--- src/rtl/alu_ctrl_pkg.sv ---
// Shared types and constants for the ALU control sequencer: opcodes, FSM states,
// the HALT encoding and the fixed branch-target table.
package alu_ctrl_pkg;

  localparam int LUT_W = 10;

  typedef enum logic [2:0] {
    OP_AND  = 3'b000,
    OP_ADD  = 3'b001,
    OP_BLTE = 3'b010,
    OP_XOR  = 3'b011,
    OP_CNT  = 3'b100,
    OP_LDM  = 3'b101,
    OP_STM  = 3'b110,
    OP_BGTE = 3'b111
  } opcode_e;

  typedef enum logic [2:0] {
    ST_IDLE,
    ST_FETCH,
    ST_DECODE,
    ST_EXEC,
    ST_MEM,
    ST_WB,
    ST_DONE
  } state_e;

  localparam logic [8:0] HALT_INSTR = 9'h1FF;

  localparam logic [LUT_W-1:0] BRANCH_LUT [8] = '{
    10'd0, 10'd64, 10'd128, 10'd192, 10'd256, 10'd320, 10'd384, 10'd448
  };

  function automatic logic [LUT_W-1:0] branch_target(input logic [2:0] idx);
    return BRANCH_LUT[idx];
  endfunction

endpackage

--- src/rtl/alu_ctrl_seq_if.sv ---
// Start/Done handshake, instruction ROM and datapath control bundle of the
// sequencer. The sequencer uses the slave modport; its environment uses master.
interface alu_ctrl_seq_if #(
  parameter int PC_W  = 10,
  parameter int CNT_W = 16
);
  logic             Start;
  logic [8:0]       Instr;
  logic             Jen;
  logic [PC_W-1:0]  PC;
  logic [2:0]       RaddrA;
  logic [2:0]       RaddrB;
  logic [2:0]       Aluop;
  logic             Inc;
  logic             RegWen;
  logic [2:0]       RegWaddr;
  logic             WbSel;
  logic             MemRen;
  logic             MemWen;
  logic             Done;
  logic [CNT_W-1:0] CycleCnt;

  modport slave (
    input  Start, Instr, Jen,
    output PC, RaddrA, RaddrB, Aluop, Inc, RegWen, RegWaddr, WbSel,
           MemRen, MemWen, Done, CycleCnt
  );

  modport master (
    output Start, Instr, Jen,
    input  PC, RaddrA, RaddrB, Aluop, Inc, RegWen, RegWaddr, WbSel,
           MemRen, MemWen, Done, CycleCnt
  );
endinterface

--- src/rtl/alu_ctrl_decode.sv ---
// Combinational instruction classifier: turns an instruction word into the
// control flags the sequencer steers its state machine with.
module alu_ctrl_decode
  import alu_ctrl_pkg::*;
(
  input  logic [8:0] ir_i,
  output logic       inc_o,
  output logic       is_branch_o,
  output logic       is_ld_o,
  output logic       is_st_o,
  output logic       is_halt_o,
  output logic       writes_reg_o
);
  opcode_e op;

  always_comb begin
    op           = opcode_e'(ir_i[8:6]);
    // HALT shares the BGTE opcode, so it must mask the branch decode
    is_halt_o    = (ir_i == HALT_INSTR);
    is_branch_o  = !is_halt_o && ((op == OP_BLTE) || (op == OP_BGTE));
    is_ld_o      = (op == OP_LDM);
    is_st_o      = (op == OP_STM);
    inc_o        = (op == OP_ADD) && (ir_i[5:3] == ir_i[2:0]);
    writes_reg_o = (op == OP_AND) || (op == OP_ADD) || (op == OP_XOR) ||
                   (op == OP_CNT) || (op == OP_LDM);
  end
endmodule

--- src/rtl/alu_ctrl_seq.sv ---
// Multi-cycle fetch/decode/exec/mem/wb sequencer for the 8-bit ALU datapath.
// Optional cycle counter enabled by defining ALU_CTRL_CYC_CNT_EN.
module alu_ctrl_seq
  import alu_ctrl_pkg::*;
#(
  parameter int PC_W  = 10,
  parameter int CNT_W = 16
) (
  input logic           Clk,
  input logic           Reset_n,
  alu_ctrl_seq_if.slave bus
);
  state_e          state_q, state_d;
  logic [PC_W-1:0] pc_q, pc_d;
  logic [8:0]      ir_q, ir_d;
  logic            regwen_q, regwen_d;
  logic            wbsel_q, wbsel_d;
  logic            memren_q, memren_d;
  logic            memwen_q, memwen_d;
  logic            done_q, done_d;

  logic dec_inc, dec_branch, dec_ld, dec_st, dec_halt, dec_wreg;

  // During DECODE the ROM word is classified directly, everywhere else IR is
  assign ir_d = (state_q == ST_DECODE) ? bus.Instr : ir_q;

  alu_ctrl_decode u_decode (
    .ir_i         (ir_d),
    .inc_o        (dec_inc),
    .is_branch_o  (dec_branch),
    .is_ld_o      (dec_ld),
    .is_st_o      (dec_st),
    .is_halt_o    (dec_halt),
    .writes_reg_o (dec_wreg)
  );

  always_comb begin
    state_d = state_q;
    pc_d    = pc_q;
    unique case (state_q)
      ST_IDLE, ST_DONE: begin
        if (bus.Start) begin
          pc_d    = '0;
          state_d = ST_FETCH;
        end
      end
      ST_FETCH:  state_d = ST_DECODE;
      ST_DECODE: state_d = dec_halt ? ST_DONE : ST_EXEC;
      ST_EXEC: begin
        if (dec_branch) begin
          pc_d    = bus.Jen ? PC_W'(branch_target(ir_q[2:0])) : pc_q + PC_W'(1);
          state_d = ST_FETCH;
        end else if (dec_ld || dec_st) begin
          state_d = ST_MEM;
        end else begin
          state_d = ST_WB;
        end
      end
      ST_MEM: begin
        if (dec_st) begin
          pc_d    = pc_q + PC_W'(1);
          state_d = ST_FETCH;
        end else begin
          state_d = ST_WB;
        end
      end
      ST_WB: begin
        pc_d    = pc_q + PC_W'(1);
        state_d = ST_FETCH;
      end
      default: state_d = ST_IDLE;
    endcase

    // Strobes are registered from the next state so they line up with it
    regwen_d = (state_d == ST_WB) && dec_wreg;
    wbsel_d  = (state_d == ST_WB) && dec_ld;
    memren_d = (state_d == ST_MEM) && dec_ld;
    memwen_d = (state_d == ST_MEM) && dec_st;
    done_d   = (state_d == ST_DONE);
  end

  always_ff @(posedge Clk) begin
    if (!Reset_n) begin
      state_q  <= ST_IDLE;
      pc_q     <= '0;
      ir_q     <= '0;
      regwen_q <= 1'b0;
      wbsel_q  <= 1'b0;
      memren_q <= 1'b0;
      memwen_q <= 1'b0;
      done_q   <= 1'b0;
    end else begin
      state_q  <= state_d;
      pc_q     <= pc_d;
      ir_q     <= ir_d;
      regwen_q <= regwen_d;
      wbsel_q  <= wbsel_d;
      memren_q <= memren_d;
      memwen_q <= memwen_d;
      done_q   <= done_d;
    end
  end

`ifdef ALU_CTRL_CYC_CNT_EN
  logic [CNT_W-1:0] cnt_q, cnt_d;
  logic             idle_or_done;

  always_comb begin
    idle_or_done = (state_q == ST_IDLE) || (state_q == ST_DONE);
    cnt_d        = cnt_q;
    if (idle_or_done && bus.Start) begin
      cnt_d = '0;
    end else if (!idle_or_done && (cnt_q != '1)) begin
      cnt_d = cnt_q + CNT_W'(1);
    end
  end

  always_ff @(posedge Clk) begin
    if (!Reset_n) begin
      cnt_q <= '0;
    end else begin
      cnt_q <= cnt_d;
    end
  end

  assign bus.CycleCnt = cnt_q;
`else
  assign bus.CycleCnt = {CNT_W{1'b0}};
`endif

  assign bus.PC       = pc_q;
  assign bus.Aluop    = ir_q[8:6];
  assign bus.RaddrA   = ir_q[5:3];
  assign bus.RaddrB   = ir_q[2:0];
  assign bus.RegWaddr = ir_q[5:3];
  assign bus.Inc      = dec_inc && (state_q == ST_EXEC);
  assign bus.RegWen   = regwen_q;
  assign bus.WbSel    = wbsel_q;
  assign bus.MemRen   = memren_q;
  assign bus.MemWen   = memwen_q;
  assign bus.Done     = done_q;
endmodule
--- src/flat_wrapper.sv ---
// flat-port wrapper written by rule: the top's interface ports become plain ports
module alu_ctrl_seq_flat import alu_ctrl_pkg::*;
#(
  parameter int PC_W  = 10,
  parameter int CNT_W = 16
)
  (Clk, Reset_n, bus_Start, bus_Instr, bus_Jen, bus_PC, bus_RaddrA, bus_RaddrB, bus_Aluop, bus_Inc, bus_RegWen, bus_RegWaddr, bus_WbSel, bus_MemRen, bus_MemWen, bus_Done, bus_CycleCnt);
  alu_ctrl_seq_if #(.PC_W(PC_W), .CNT_W(CNT_W)) bus_i ();
  input logic Clk;
  input logic Reset_n;
  input wire logic [$bits(bus_i.Start)-1:0] bus_Start;
  input wire logic [$bits(bus_i.Instr)-1:0] bus_Instr;
  input wire logic [$bits(bus_i.Jen)-1:0] bus_Jen;
  output wire logic [$bits(bus_i.PC)-1:0] bus_PC;
  output wire logic [$bits(bus_i.RaddrA)-1:0] bus_RaddrA;
  output wire logic [$bits(bus_i.RaddrB)-1:0] bus_RaddrB;
  output wire logic [$bits(bus_i.Aluop)-1:0] bus_Aluop;
  output wire logic [$bits(bus_i.Inc)-1:0] bus_Inc;
  output wire logic [$bits(bus_i.RegWen)-1:0] bus_RegWen;
  output wire logic [$bits(bus_i.RegWaddr)-1:0] bus_RegWaddr;
  output wire logic [$bits(bus_i.WbSel)-1:0] bus_WbSel;
  output wire logic [$bits(bus_i.MemRen)-1:0] bus_MemRen;
  output wire logic [$bits(bus_i.MemWen)-1:0] bus_MemWen;
  output wire logic [$bits(bus_i.Done)-1:0] bus_Done;
  output wire logic [$bits(bus_i.CycleCnt)-1:0] bus_CycleCnt;
  assign bus_i.Start = bus_Start;
  assign bus_i.Instr = bus_Instr;
  assign bus_i.Jen = bus_Jen;
  assign bus_PC = bus_i.PC;
  assign bus_RaddrA = bus_i.RaddrA;
  assign bus_RaddrB = bus_i.RaddrB;
  assign bus_Aluop = bus_i.Aluop;
  assign bus_Inc = bus_i.Inc;
  assign bus_RegWen = bus_i.RegWen;
  assign bus_RegWaddr = bus_i.RegWaddr;
  assign bus_WbSel = bus_i.WbSel;
  assign bus_MemRen = bus_i.MemRen;
  assign bus_MemWen = bus_i.MemWen;
  assign bus_Done = bus_i.Done;
  assign bus_CycleCnt = bus_i.CycleCnt;
  alu_ctrl_seq #(.PC_W(PC_W), .CNT_W(CNT_W)) u_core (.Clk(Clk), .Reset_n(Reset_n), .bus(bus_i));
endmodule
--- config.mk ---
export PLATFORM = sky130hd
export DESIGN_NAME = alu_ctrl_seq_flat
export DESIGN_NICKNAME = d
export VERILOG_FILES = /design/src/rtl/alu_ctrl_pkg.sv /design/src/rtl/alu_ctrl_seq_if.sv /design/src/rtl/alu_ctrl_decode.sv /design/src/rtl/alu_ctrl_seq.sv /design/src/flat_wrapper.sv
export SDC_FILE = /design/constraint.sdc
export NUM_CORES = 1
export LEC_CHECK = 0
export CORE_UTILIZATION = 45
export CTS_BUF_LIST = sky130_fd_sc_hd__clkbuf_8 sky130_fd_sc_hd__clkbuf_16
export DETAILED_ROUTE_END_ITERATION = 16
export PLACE_DENSITY_LB_ADDON = 0.08
export SLEW_MARGIN = 10
export SYNTH_ARGS = -nofsm -noshare
export SYNTH_HDL_FRONTEND = slang
export SYNTH_HIERARCHICAL = 1
export SYNTH_SLANG_ARGS = --single-unit
--- constraint.sdc ---
create_clock -name Clk -period 3.5 [get_ports Clk]
set_clock_uncertainty 0.05 [all_clocks]
set_input_delay 0.7 -clock Clk [delete_from_list [all_inputs] [get_ports Clk]]
set_output_delay 0.7 -clock Clk [all_outputs]
set_load 0.02 [all_outputs]
==> results <==
- The routing usage on met3 is 0.0269.
- In the synthesized netlist the async set-or-reset flop fraction comes to 0.
- STA classifies the critical path endpoint as an output pin.
- The power consumption is 1.18 mW.
- The vertical die dimension is approximately 62 µm.
- Summing every instance area after synthesis gives between 0.0015 and 0.002 mm².
- The layer flagged by global routing as most heavily used is met2.
- The number of remaining DRC errors is 0.
- The fraction of synthesized cell area taken by the top area cell type is 0.334.
- Routability-driven placement finished with a final weighted congestion of 0.866.
- For this run, the post-layout net count is 241.
- The number of endpoints failing setup at the final stage is 0.
- In the global route stage, overall resource usage came out at 0.194.
- The I/O pin count is 57.
- The remaining antenna violation count after routing is 0.
- Summed over all layers, the global routing overflow is 0.
- The leading area contributor after synthesis is sky130_fd_sc_hd__dfxtp_1.
- The class of the tightest hold or removal check is flip-flop to flip-flop.
- Dividing total power by cell area gives a power density of 574 mW/mm².
- The maximum operating frequency is 0.326 GHz.
- The number of clock buffers added by TritonCTS is 3.
- After synthesis, the netlist uses between 40 and 50 different library cells.
- The number of DRC markers after the initial detailed-route iteration is 65.
- In the final layout, the share of cells above drive strength 1 is 0.133.
- Post-CTS repair changed the size of 0 cells.
- The routed layout has about 1400 vias.
- The starting utilization of the core area is 0.477.
- The repair_antennas step left the layout with diodes totalling 0.
- Counting instances in the post-synthesis netlist gives the leading cell types as 27 x sky130_fd_sc_hd__dfxtp_1, 19 x sky130_fd_sc_hd__buf_4, 15 x sky130_fd_sc_hd__and2_1, 13 x sky130_fd_sc_hd__nor2_1, 10 x sky130_fd_sc_hd__mux2_2.
- The cell count after synthesis is approximately 190.
- In this run the mean area of a mapped cell was just under 9 µm².
- The maximum fanout along the worst path is 7.
- CTS saw 27 sinks.
- Once the clock tree was built, the setup fixing pass inserted 0 buffers.
- Among all flip-flop cells after synthesis, the most frequent one is sky130_fd_sc_hd__dfxtp_1.
- In this run the clock root is driven by a sky130_fd_sc_hd__clkbuf_8.
- The die covers between 0.003 and 0.004 mm².
- The met2 demand-to-capacity share in global routing is 0.332.
- The final layout contains routed wiring with a total length of 3420 µm.
- The count of buffers inserted at the top-level ports is 40.
- The number of pins exceeding their max-slew limit in the final report was 0.
- The initial antenna violation count is 0.
- After clock tree synthesis, the clock-pin slew on the worst setup and hold paths is 0.09 ns.
- IR analysis of the VDD net gives a maximum drop of just under 0.3 mV.
- In the routed layout, each cell is associated on average with a via count of about 5.2.
- The max-cap violation count is 0.
- Synthesis inferred 27 register bits.
- The count of hold-fix buffers inserted at cts is 0.
- Counting the fill cells in the layout gives about 310.
- The via count of the first global-routing pass was roughly 1300.
- The final count of hold timing violations is 0.
- The first TritonRoute pass finished after 4 iterations.
- The CTS tree is built.
- The area inside the core boundary is 0.00339 mm².
- The global routing usage on met1 is 0.244.
- Measured along the x axis, the die boundary spans 61.9 µm.
- Ranked by total cell area, the synthesized netlist is headed by sky130_fd_sc_hd__dfxtp_1 33%, sky130_fd_sc_hd__buf_4 8.8%, sky130_fd_sc_hd__mux2_2 7.0%.
- The worst path required time is roughly 2.8 ns.
- The most common cell in the synthesized netlist is sky130_fd_sc_hd__dfxtp_1.
- The number of standard-cell rows in the floorplan is 21.
- The shortest period the worst path allows is a little over 3 ns.
- After legalization and detailed placement, the total HPWL measured between 2000 and 3000 µm.
- The classification of the worst setup path is flip-flop to output pin.
- The first global-routing pass estimated ~5600 µm of wire.
- Entering global routing, the biggest net connects 20 pins.
- The run finished with clean final reports.
- Walking the worst path, the cells encountered are nand2b_4 -> nor2_2 -> buf_4 -> mux2_2 -> xor2_1 -> nor4_2 -> and3_1 -> dlymetal6s2s_1.
- On the worst path, the slowest cell contributes a delay of 0.37 ns.
- Summed over all failing endpoints, the final setup total negative slack is 0 ns.
- The count of synthesis-stage warnings from yosys is 6.
- The number of enable flip-flop cells after synthesis is 0.
- Setup repair after global routing left no endpoint under its margin.
- The number of H-tree levels is 1.
- The clock passes through at most 2 buffers.
- For the worst setup path, the data arrival time is ~2.3 ns.
- The slowest cell on the critical path is sky130_fd_sc_hd__mux2_2.
- Relative to the synthesized area, the layout overhead comes to 26.6%.
- After detailed routing, the average wire length per cell comes to roughly 13 µm.
- The standby leakage power is 0.801 nW.
- STA classifies the critical path startpoint as a flip-flop.
- In the finished design, the share of the clock period the worst path needs comes to 0.876.
- The insertion delay of the later-clocked pin in the worst-skew pair is 0.27 ns.
- The share of the Yosys chip area taken by registers is 0.334.
-- worst max-delay path: cells and delay by family (launching register included) --
family                    cells  cell delay (ns)
and+or+nand+nor               4             0.74
DFF                           1             0.33
xor gates and xnor gates      1             0.18
buffers and inverters         2             0.41
muxes                         1             0.37
-- report_power, final --
part / total (mW) / switching, mW / internal [mW]
registers: 0.371 / 0.0268 / 0.345
clock network: 0.174 / 0.0954 / 0.0788
logic: 0.630 / 0.343 / 0.287
-- metal layers --
metal  routed length, µm  part of all wire
met1                1630              0.48
met2                1620              0.47
met3                 102             0.030
met4                  70             0.020
met5                   0                 0
-- cells in the final DEF, fill, tap and decap left out, types with 4 or more instances in the layout --
| cell | synthesis | layout |
|---|---|---|
| sky130_fd_sc_hd__buf_4 | 19 | 9 |
| sky130_fd_sc_hd__dfxtp_1 | 27 | 27 |
| sky130_fd_sc_hd__a21oi_1 | 9 | 9 |
| sky130_fd_sc_hd__mux2_2 | 10 | 10 |
| sky130_fd_sc_hd__conb_1 | 1 | 16 |
| sky130_fd_sc_hd__or4_1 | 4 | 4 |
| sky130_fd_sc_hd__nand3_1 | 5 | 5 |
| sky130_fd_sc_hd__clkdlybuf4s50_1 | 0 | 39 |
| sky130_fd_sc_hd__nor3_1 | 6 | 6 |
| sky130_fd_sc_hd__inv_1 | 3 | 4 |
| sky130_fd_sc_hd__nand4_1 | 7 | 7 |
| sky130_fd_sc_hd__o21ai_0 | 9 | 9 |
| sky130_fd_sc_hd__nand2b_1 | 4 | 4 |
| sky130_fd_sc_hd__nor2_1 | 13 | 13 |
| sky130_fd_sc_hd__nand2_1 | 6 | 6 |
| sky130_fd_sc_hd__and2_1 | 15 | 15 |
-- state kept, by name, indices dropped and copies added, names as in the netlist --
name and count:
u_core/bus.RegWen 1, u_core/bus.MemRen 1, u_core/bus.Done 1, u_core/bus.PC 10
u_core/bus.MemWen 1, u_core/state_q 3, u_core/bus.WbSel 1, u_core/ir_q 9
-- cell type report --
type | count | area [µm²] | share of cell area
multi-input cells | 142 | 918 | 0.449
flip-flops and latches | 27 | 541 | 0.264
repair buffers | 49 | 470 | 0.230
well taps | 46 | 57.6 | 0.0281
clock buffers | 3 | 41.3 | 0.0202
inverters | 4 | 15.0 | 0.00733
clock inverters | 1 | 3.75 | 0.00183
-- final timing paths --
kind,cells after the start,endpoint,slack (ns),from
worst max-delay path,8,bus_Inc,0.43,u_core/state_q[2]$_SDFF_PN0_
worst min-delay path,2,u_core/bus.PC[9]$_SDFFE_PN0P_,0.44,u_core/bus.PC[9]$_SDFFE_PN0P_
worst max register to register,13,u_core/bus.PC[5]$_SDFFE_PN0P_,0.56,u_core/state_q[2]$_SDFF_PN0_
worst min register to register,2,u_core/bus.PC[9]$_SDFFE_PN0P_,0.44,u_core/bus.PC[9]$_SDFFE_PN0P_
-- stage by stage --
step,std cells,hold slack (ns),cell area [µm²],setup WS (ns),utilization
6_report,272,0.444,2050,0.433,0.604
5_1_grt,272,0.471,2050,0.272,0.604
4_1_cts,272,0.455,2040,0.0449,0.603
3_5_place_dp,268,0.443,2000,0.109,0.590
3_3_place_gp,268,0.420,2000,0.104,0.590
2_1_floorplan,200,0.507,1670,0.718,-
-- kinds of logic after synthesis --
family | after synthesis | synth area share
xor gates and xnor gates | 5 | 0.0271
buffers and inverters | 31 | 0.132
other | 1 | 0.00232
DFF | 27 | 0.334
muxes | 12 | 0.0844
AOI/OAI and AO/OA | 35 | 0.143
adders and majority gates | 1 | 0.00774
and+or+nand+nor | 73 | 0.269
(Power assumes the default switching activity.)
